[config.mk]
export PLATFORM = sky130hd
export DESIGN_NAME = button_events
export DESIGN_NICKNAME = d
export VERILOG_FILES = /design/src/rtl/button_events_pkg.sv /design/src/rtl/button_events_one.sv /design/src/rtl/button_events.sv
export SDC_FILE = /design/constraint.sdc
export NUM_CORES = 1
export LEC_CHECK = 0
export CORE_MARGIN = 2
export CORE_UTILIZATION = 55
export CTS_CLUSTER_DIAMETER = 40
export DETAILED_ROUTE_END_ITERATION = 10
export PLACE_DENSITY = 0.74
export SETUP_SLACK_MARGIN = 0.05
export SYNTH_ARGS = -nofsm -noshare
export SYNTH_HDL_FRONTEND = slang
export SYNTH_SLANG_ARGS = --single-unit
[constraint.sdc]
create_clock -name clk -period 3.35 [get_ports clk]
set_input_delay 0.67 -clock clk [delete_from_list [all_inputs] [get_ports clk]]
set_output_delay 0.67 -clock clk [all_outputs]
set_load 0.05 [all_outputs]
[src/rtl/button_events_pkg.sv]
// Shared constants and FSM encoding for the button event decoder.
package button_events_pkg;

  localparam int unsigned CNT_W = 24;

  typedef enum logic [1:0] {
    IDLE    = 2'd0,
    PRESSED = 2'd1,
    LONG    = 2'd2
  } state_t;

endpackage

[src/rtl/button_events_one.sv]
// Single-channel press/release/long-press/auto-repeat event generator.
// Auto-repeat counting is enabled by defining BUTTON_EVENTS_AUTOREPEAT_EN.
module button_events_one
  import button_events_pkg::*;
#(
  parameter int unsigned long_cycles   = 1000,
  parameter int unsigned repeat_cycles = 250
) (
  input  logic clk,
  input  logic reset,
  input  logic sw_in,
  output logic press,
  output logic release_ev,
  output logic long_press,
  output logic repeat_ev,
  output logic held
);

  localparam logic [CNT_W-1:0] LONG_TH = CNT_W'(long_cycles);

  state_t           state;
  logic             prev;
  logic [CNT_W-1:0] cnt;
  logic             rise;
  logic             fall;

  assign rise = sw_in & ~prev;
  assign fall = ~sw_in & prev;
  assign held = prev;

`ifdef BUTTON_EVENTS_AUTOREPEAT_EN
  localparam logic [CNT_W-1:0] REP_TH = CNT_W'(repeat_cycles);
`else
  logic [CNT_W-1:0] unused_repeat_th;
  assign unused_repeat_th = CNT_W'(repeat_cycles);
`endif

  always_ff @(posedge clk) begin
    if (reset) begin
      state      <= IDLE;
      prev       <= 1'b0;
      cnt        <= '0;
      press      <= 1'b0;
      release_ev <= 1'b0;
      long_press <= 1'b0;
      repeat_ev  <= 1'b0;
    end else begin
      prev       <= sw_in;
      press      <= rise;
      release_ev <= fall;
      long_press <= 1'b0;
      repeat_ev  <= 1'b0;
      // A falling edge takes priority over any threshold hit in the same cycle.
      case (state)
        IDLE: begin
          if (rise) begin
            state <= PRESSED;
            cnt   <= CNT_W'(1);
          end
        end
        PRESSED: begin
          if (fall) begin
            state <= IDLE;
            cnt   <= '0;
          end else if (cnt == LONG_TH) begin
            long_press <= 1'b1;
            state      <= LONG;
            cnt        <= CNT_W'(1);
          end else begin
            cnt <= cnt + CNT_W'(1);
          end
        end
        LONG: begin
          if (fall) begin
            state <= IDLE;
            cnt   <= '0;
          end else begin
`ifdef BUTTON_EVENTS_AUTOREPEAT_EN
            if (cnt == REP_TH) begin
              repeat_ev <= 1'b1;
              cnt       <= CNT_W'(1);
            end else begin
              cnt <= cnt + CNT_W'(1);
            end
`endif
          end
        end
        default: begin
          state <= IDLE;
          cnt   <= '0;
        end
      endcase
    end
  end

endmodule

[src/rtl/button_events.sv]
// Multi-channel button event decoder: one independent button_events_one per channel.
// Auto-repeat is enabled by defining BUTTON_EVENTS_AUTOREPEAT_EN.
module button_events
  import button_events_pkg::*;
#(
  parameter int unsigned w             = 1,
  parameter int unsigned long_cycles   = 1000,
  parameter int unsigned repeat_cycles = 250
) (
  input  logic         clk,
  input  logic         reset,
  input  logic [w-1:0] sw_in,
  output logic [w-1:0] press,
  output logic [w-1:0] release_ev,
  output logic [w-1:0] long_press,
  output logic [w-1:0] repeat_ev,
  output logic [w-1:0] held
);

  for (genvar i = 0; i < w; i++) begin : g_ch
    button_events_one #(
      .long_cycles  (long_cycles),
      .repeat_cycles(repeat_cycles)
    ) u_one (
      .clk       (clk),
      .reset     (reset),
      .sw_in     (sw_in[i]),
      .press     (press[i]),
      .release_ev(release_ev[i]),
      .long_press(long_press[i]),
      .repeat_ev (repeat_ev[i]),
      .held      (held[i])
    );
  end

endmodule

# == Word-level counts from Yosys, hierarchy flattened ==
# Cells that the tools add are included.
# totals
latchBits,0
out_inout_bits,5
elab_cells,33
mem_bits_ro,0
mem_count,0
ramBits,0
in_bits,3
reg_bits,30
# classes
eq_ne,6
bitwise_logic,5
n_mul,0
shifts,0
n_lt_le_gt_ge,0
mux,11
reduce_logical,4
add_sub_neg,1
n_div,0
# ops
op,count
$mux 24,4
$pmux 24 s3,1
$add 24x1->24 const B,1
$eq 24x10->1 const B,1
$mux 2,4
$pmux 2 s3,1
$ne 2x1->1 const B,2
$ne 3x1->1 const B,1
$not 1->1,3
$reduce_and 3->1,1
$reduce_or 3->1,1
$and 1x1->1,2
$eq 2x1->1 const B,1
$eq 2x2->1 const B,1
$logic_not 2->1,1
$reduce_and 2->1,1
$mux 1,1

# == Depth between registers and ports, before layout ==
# Gate-level depths: netlist of run 1.
# depth
ltp_word,4
depth_mapped,8
depth_no_buf,7

# == Least setup slack after synthesis of run 1 ==
# OpenSTA, ideal clock, no wires.
# synth_timing
path_type,input port to flip-flop
startpoint,input port sw_in
endpoint,register g_ch[0].u_one.cnt[8]
setup_slack_ps,1293
n_path_buf,0
arrival_ps,1988
stages,5
cell_sequence,nand2b_1 a221oi_4 nand3_2 or4b_1 a21oi_1
# synth_via
elab_chain_len,4
# synth_rtl
item,line_no,text
"start, declared",button_events.sv:12,"input logic [w-1:0] sw_in,"
$not 1->1,button_events_one.sv:28,assign fall = ~sw_in & prev;
$and 1x1->1,button_events_one.sv:28,
$mux 24 / $ne 2x1->1 (equally long branches),n/a,
$pmux 24 s3 / $reduce_and 2->1 (equally long branches),n/a,
"end signal, assigned",button_events_one.sv:70,cnt <= cnt + CNT_W'(1);
"end, declared",button_events_one.sv:23,logic [CNT_W-1:0] cnt;
# Several ways; a longest one is shown, not always the timed one.
# A chain may end at the register's enable or synchronous reset.

# == Final worst setup path of run 1 ==
# layout_timing
startpoint,input port sw_in
endpoint,register g_ch[0].u_one.cnt[21]
# The elaborated chain is that of the path after synthesis.

==> summary.md, run 1 <==
| Metric | Value |
|---|---|
| Starting density of the core | `0.578` |
| Area growth syn-to-layout | `10.2%` |
| Sequential share of the synthesized area | `0.423` |
| Worst-path maximum fanout | `23` |
| Final net count | `between 150 and 200` |
| Mapped Area | `0.00142 mm²` |
| Core area | `0.00245 mm²` |
| Placed Area | `0.00149 mm²` |
| H-tree Lvls | `2` |
| Synth top area share | `0.423` |
| Syn_nets | `between 150 and 200` |
| Post-Synthesis Cells | `between 150 and 200` |
| CP max stage cell | `a21o_1` |
| Pwr/cell area | `~430 mW/mm²` |
| Largest net degree at the start of global routing | `24` |
| Synth warn | `0` |
| CTS tree | `built` |
| Post-synth EDFFs | `0` |
| Skew final | `~0.0064 ns` |
| Clock sinks | `30` |
| Global placer's final weighted congestion | `around 0.83` |
| Initial antenna violation count | `0` |
| Residual DRC count | `0` |
| Worst VDD drop | `around 0.4 mV` |
| Critical path, cell by cell | `clkdlybuf4s50_1 -> nand2b_1 -> a22o_1 -> inv_1 -> a21o_1 -> nor2_1` |
| Crit-path max cell delay | `about 0.57 ns` |
| 1st-iter DRT viols | `28` |
| RSZ-0062 raised after global routing | `false` |
| Ys flop type | `dfxtp_1` |
| CTS clk-pin slew, worst paths | `approximately 0.09 ns` |
| DIE AREA | `approximately 0.003 mm²` |
| Drt total wl | `approximately 2600 µm` |
| CTS Buf Count | `5` |
| CTS root buffer | `clkbuf_4` |
| Synth area leader | `dfxtp_1` |
| Filler Cells Inserted | `213` |
| CP bufs+invs | `2` |
| Hold crit path type | `reg2reg` |
| WS Path Type | `in2reg` |
| Clock share of power | `0.389` |
| Post-CTS Setup Inserts | `0` |
| Layout cells sized above 1 | `0.0640` |
| Synth cell count leaders | `dfxtp_1 (30), nor2_1 (30), nand2_1 (11), xnor2_1 (11), xor2_1 (10)` |
| Max-cap viol count | `0` |
| Skew-Pair Late Insertion Delay | `roughly 0.33 ns` |
| P_int | `0.521 mW` |
| Critical Path End Type | `flip-flop` |
| Die height | `roughly 55 µm` |
| Fin crit share | `0.714` |
| Hold_buf cts | `0` |
| Sw Share | `0.234` |
| Data arrival, critical path | `about 2.6 ns` |
| Die Width | `~55 µm` |
| Top cells by area, synth | `dfxtp_1 (42%), nor2_1 (7.9%), xnor2_1 (6.8%)` |
| PortBufs | `6` |
| Core Rows | `18` |
| Vias in the first global route | `between 1000 and 1500` |
| Detail Route Antenna Nets | `0` |
| Psw | `~0.16 mW` |
| Status | `completed` |
| Pre-antenna DRT Iters | `4` |
| Remaining Overflow, GRT | `0` |
| Yosys cell types | `37` |
| Comb power frac | `0.074` |
| CP startpoint kind | `primary input` |
| Least-Margin Pin Slew | `about 0.70 ns` |
| Post-CTS sizing | `0` |
| Ant diodes | `0` |
| First-pass GRT wire length | `approximately 4200 µm` |
| Min Clock Period, post-route | `2.39 ns` |
| Slew headroom | `0.534` |
| Gr usage total | `0.204` |
| Io pins | `8` |
| Via Count | `around 1100` |
| Routed WL per cell | `12.8 µm` |
| Fmax | `between 400 and 500 MHz` |
| Fin Setup TNS | `0 ns` |
| Final setup fails | `0` |
| Sequential Area | `~600 µm²` |
| Slew Limit Fails | `0` |
| Multi-input logic area | `between 700 and 800 µm²` |
| Clock buffer depth | `2` |
| Syn avg cell area | `about 8.6 µm²` |
| Hold Fails Final Rpt | `0` |
| Register bit total from synthesis | `30` |
| Finished Cell Area | `about 0.0016 mm²` |
| Reg power frac | `0.537` |
| Vias per cell | `between 5 and 6` |
| Ys async rst share | `0` |
| HPWL Detailed | `around 1800 µm` |
| CP delay by family, top | `compound AO/OA/AOI/OAI gates` |
| Leakage power | `0.516 nW` |
| Required time of the critical path | `approximately 3.5 ns` |
state kept, by name, indices dropped and copies added (netlist names):
register	cells
g_ch.u_one.release_ev	1
g_ch.u_one.long_press	1
g_ch.u_one.press	1
g_ch.u_one.held	1
g_ch.u_one.cnt	24
g_ch.u_one.state	2
power by group through the flow:
stage	clock (mW)	sequential [mW]	combinational [mW]
finish	0.264	0.365	0.0503
global route	0.287	0.366	0.0564
CTS	0.272	0.365	0.0508
detailed placement	0	0.374	0.0505
global placement	0	0.373	0.0494
floorplan	0	0.379	0.0354
cells in the final DEF (no fill, tap or decap), types with 4 or more instances in the layout:
master and n:
nor4_1 9, xor2_1 10, xnor2_1 11, nand4_1 6, clkbuf_4 5, and4_1 4
nand2_1 11, nor3_1 5, nand3_1 6, nor2_1 30, clkdlybuf4s50_1 6, dfxtp_1 30
inv_1 4
layout make-up:
class | instances | area share
clock buffers | 8 | 0.0504
repair buffers | 6 | 0.0384
multi-input cells | 124 | 0.494
flip-flops and latches | 30 | 0.384
inverters | 4 | 0.00959
well taps | 30 | 0.0240
kinds of logic after synthesis:
| family | Yosys count | synth area share |
|---|---|---|
| AND/OR/NAND/NOR | 88 | 0.322 |
| flip-flops | 30 | 0.423 |
| XOR/XNOR | 21 | 0.130 |
| AO/OA/AOI/OAI | 11 | 0.0652 |
| buffers and inverters | 11 | 0.0326 |
| adder cells (fa/ha/maj) | 2 | 0.0176 |
| other | 1 | 0.00264 |
| multiplexers | 1 | 0.00705 |
routing by layer:
layer,wire length (µm),track usage
met1,1260,0.250
met2,1180,0.310
met3,83,0.0574
met4,65,0.133
met5,0,0
worst register-to-register path: stages, from the launching register on:
cell	delay [ns]
dfxtp_1	0.39
nor2b_1	0.34
a22o_1	0.52
inv_1	0.08
a21o_1	0.42
a21oi_1	0.21
metrics by stage:
step,utilization,power (mW),instances,setup slack (ns),hold slack [ns]
6_report,0.638,0.680,202,0.959,0.503
3_5_place_dp,0.606,0.424,194,0.600,0.495
3_3_place_gp,0.606,0.423,194,0.643,0.471
5_1_grt,0.638,0.709,202,0.789,0.524
2_1_floorplan,-,0.414,165,1.29,0.455
4_1_cts,0.638,0.688,202,0.955,0.510
final timing paths:
kind                          startpoint                      to  slack [ns]  depth (start not counted)
hold / removal    g_ch[0].u_one.state[1]  g_ch[0].u_one.state[0]        0.50                          1
setup / recovery                   sw_in   g_ch[0].u_one.cnt[21]        0.96                          6
hold reg to reg   g_ch[0].u_one.state[1]  g_ch[0].u_one.state[0]        0.50                          1
setup reg to reg  g_ch[0].u_one.state[1]    g_ch[0].u_one.cnt[8]        1.32                          5
No activity file was read; power rests on OpenSTA's default activity.
==> inputs of run 2 (changes only) <==
Clock period 3.35 ns to 2.23 ns, I/O delays scaled along.
==> run 2 against run 1 <==
  * Die area unchanged
  * Register-to-register slack lost 0.99 ns
  * Critical path depth is 5 lower
  * Flip-flop and latch count unchanged
  * Wire length increased by 7.1%
  * Via count grew 1.8%
  * Clock skew rose by 0.0012 ns
  * Design area increased by 1.7%
  * Clock power is 32% higher
  * Critical endpoint is now held
  * Combinational power increased by 75%
==> summary.md, run 2 (synthesis results as in run 1) <==
| Metric | Value |
|---|---|
| Status | `completed` |
| Data arrival, critical path | `between 1.5 and 2 ns` |
| Global placer's final weighted congestion | `slightly below 0.8` |
| Post-route insts no fill | `~210` |
| PortBufs | `6` |
| Post-CTS sizing | `0` |
| Starting density of the core | `0.578` |
| CTS root buffer | `clkbuf_4` |
| Most flops, register | `g_ch.u_one.cnt` |
| Placed Area | `between 0.0015 and 0.002 mm²` |
| HPWL Detailed | `1950 µm` |
| Fmax | `between 500 and 600 MHz` |
| CP bufs+invs | `1` |
| Final net count | `between 150 and 200` |
| Min Clock Period, post-route | `1.97 ns` |
| Slew Limit Fails | `0` |
| Required time of the critical path | `between 1.5 and 2 ns` |
| Core Rows | `18` |
| Via Count | `between 1000 and 1500` |
| Residual DRC count | `0` |
| Worst-path maximum fanout | `4` |
| First-pass GRT wire length | `roughly 4500 µm` |
| Ant diodes | `0` |
| Critical path, cell by cell | `clkdlybuf4s50_1` |
| Max-cap viol count | `0` |
| Detail Route Antenna Nets | `0` |
| RSZ-0062 raised after global routing | `false` |
| H-tree Lvls | `2` |
| CTS clk-pin slew, worst paths | `approximately 0.10 ns` |
| Pre-CTS setup slack | `-0.0819 ns` |
| DIE AREA | `between 0.003 and 0.004 mm²` |
| Skew-Pair Late Insertion Delay | `0.35 ns` |
| Vias per cell | `5.57` |
| CTS Buf Count | `5` |
| CP startpoint kind | `flip-flop` |
| Pwr/cell area | `between 600 and 700 mW/mm²` |
| Core area | `roughly 0.0025 mm²` |
| Pre-antenna DRT Iters | `4` |
| Routed WL per cell | `between 10 and 15 µm` |
| Die Width | `54.8 µm` |
| Final setup fails | `0` |
| Hold Fails Final Rpt | `0` |
| Die height | `about 55 µm` |
| Leakage power | `around 0.54 nW` |
| Hold_buf cts | `0` |
| Slew headroom | `0.653` |
| 1st-iter DRT viols | `25` |
| Largest net degree at the start of global routing | `16` |
| Finished Cell Area | `0.00159 mm²` |
| Post-CTS Setup Inserts | `0` |
| Max reg flops | `24` |
| CP delay by family, top | `buffers and inverters` |
| Vias in the first global route | `between 1000 and 1500` |
| Core Util, Final | `0.648` |
| Critical Path End Type | `primary output` |
| Inst Count DP | `200` |
| Initial antenna violation count | `0` |
| Least-Margin Pin Slew | `a little over 0.5 ns` |
| CP max stage cell | `clkdlybuf4s50_1` |
| Hold crit path type | `reg2reg` |
| CTS tree | `built` |
| Worst VDD drop | `0.482 mV` |
| Skew final | `0.00759 ns` |
| Area growth syn-to-layout | `12.1%` |
| Io pins | `8` |
| Remaining Overflow, GRT | `0` |
| Post-route setup slack | `~0.26 ns` |
| Layout cells sized above 1 | `0.0899` |
| Fin crit share | `0.885` |
| Leading cell types in the layout, fill and taps excluded | `nor2_1 (30), dfxtp_1 (30), nand2_1 (11), xnor2_1 (11), xor2_1 (10)` |
| Drt total wl | `~2800 µm` |
| Clock sinks | `30` |
| WS Path Type | `reg2out` |
| Crit-path max cell delay | `just over 0.8 ns` |
| Clock buffer depth | `2` |
| Gr usage total | `0.222` |
| Biggest regs | `g_ch.u_one.cnt x24, g_ch.u_one.state x2` |
## run 2: cell types whose count changed in the layout (fill, tap and decap cells not counted), sizes merged
cell,before,now
clkinv,0,1
buf,0,6
clkbuf,8,7
## run 2: worst paths after layout
| path | startpoint | depth (start not counted) | slack (ns) | end |
|---|---|---|---|---|
| max reg2reg | g_ch[0].u_one.state[1] | 6 | 0.33 | g_ch[0].u_one.cnt[15] |
| max | g_ch[0].u_one.held | 1 | 0.26 | held |
| min reg2reg | g_ch[0].u_one.cnt[8] | 2 | 0.51 | g_ch[0].u_one.cnt[8] |
| min | g_ch[0].u_one.cnt[8] | 2 | 0.51 | g_ch[0].u_one.cnt[8] |
## run 2: area by class of cell
type	instances	area [µm²]
Fill cell	203	863
Multi-Input combinational cell	124	773
Sequential cell	30	601
Timing Repair Buffer	12	105
Clock buffer	7	55.1
Tap cell	30	37.5
Inverter	4	15.0
Clock inverter	1	5.00
## run 2: per-layer routing
layer  vias to the layer above  part of all wire  track usage
met4                         0             0.019        0.163
met5                         -                 0            0
met2                        25              0.47        0.351
met1                       537              0.47        0.257
li1                        590                 -            -
met3                         6             0.046       0.0574
## run 2: through the flow
stage	hold WS [ns]	setup TNS, ns	power (mW)
2_1_floorplan	0.455	0	0.622
3_3_place_gp	0.466	-0.323	0.647
3_5_place_dp	0.500	-1.43	0.650
4_1_cts	0.516	0	0.994
5_1_grt	0.549	0	1.02
6_report	0.513	0	0.986
## run 2: where the power goes
group	switching, mW	internal (mW)	total (mW)	leakage [nW]
clock	0.195	0.152	0.348	0.0353
sequential	0.00689	0.543	0.550	0.243
combinational	0.0545	0.0336	0.0881	0.257
==> inputs of run 3 (changes only) <==
Settings changed: CAP_MARGIN set to 25.
==> results of run 3 <==
Same layout as run 2: the final DEF is identical, and so are final timing and power.
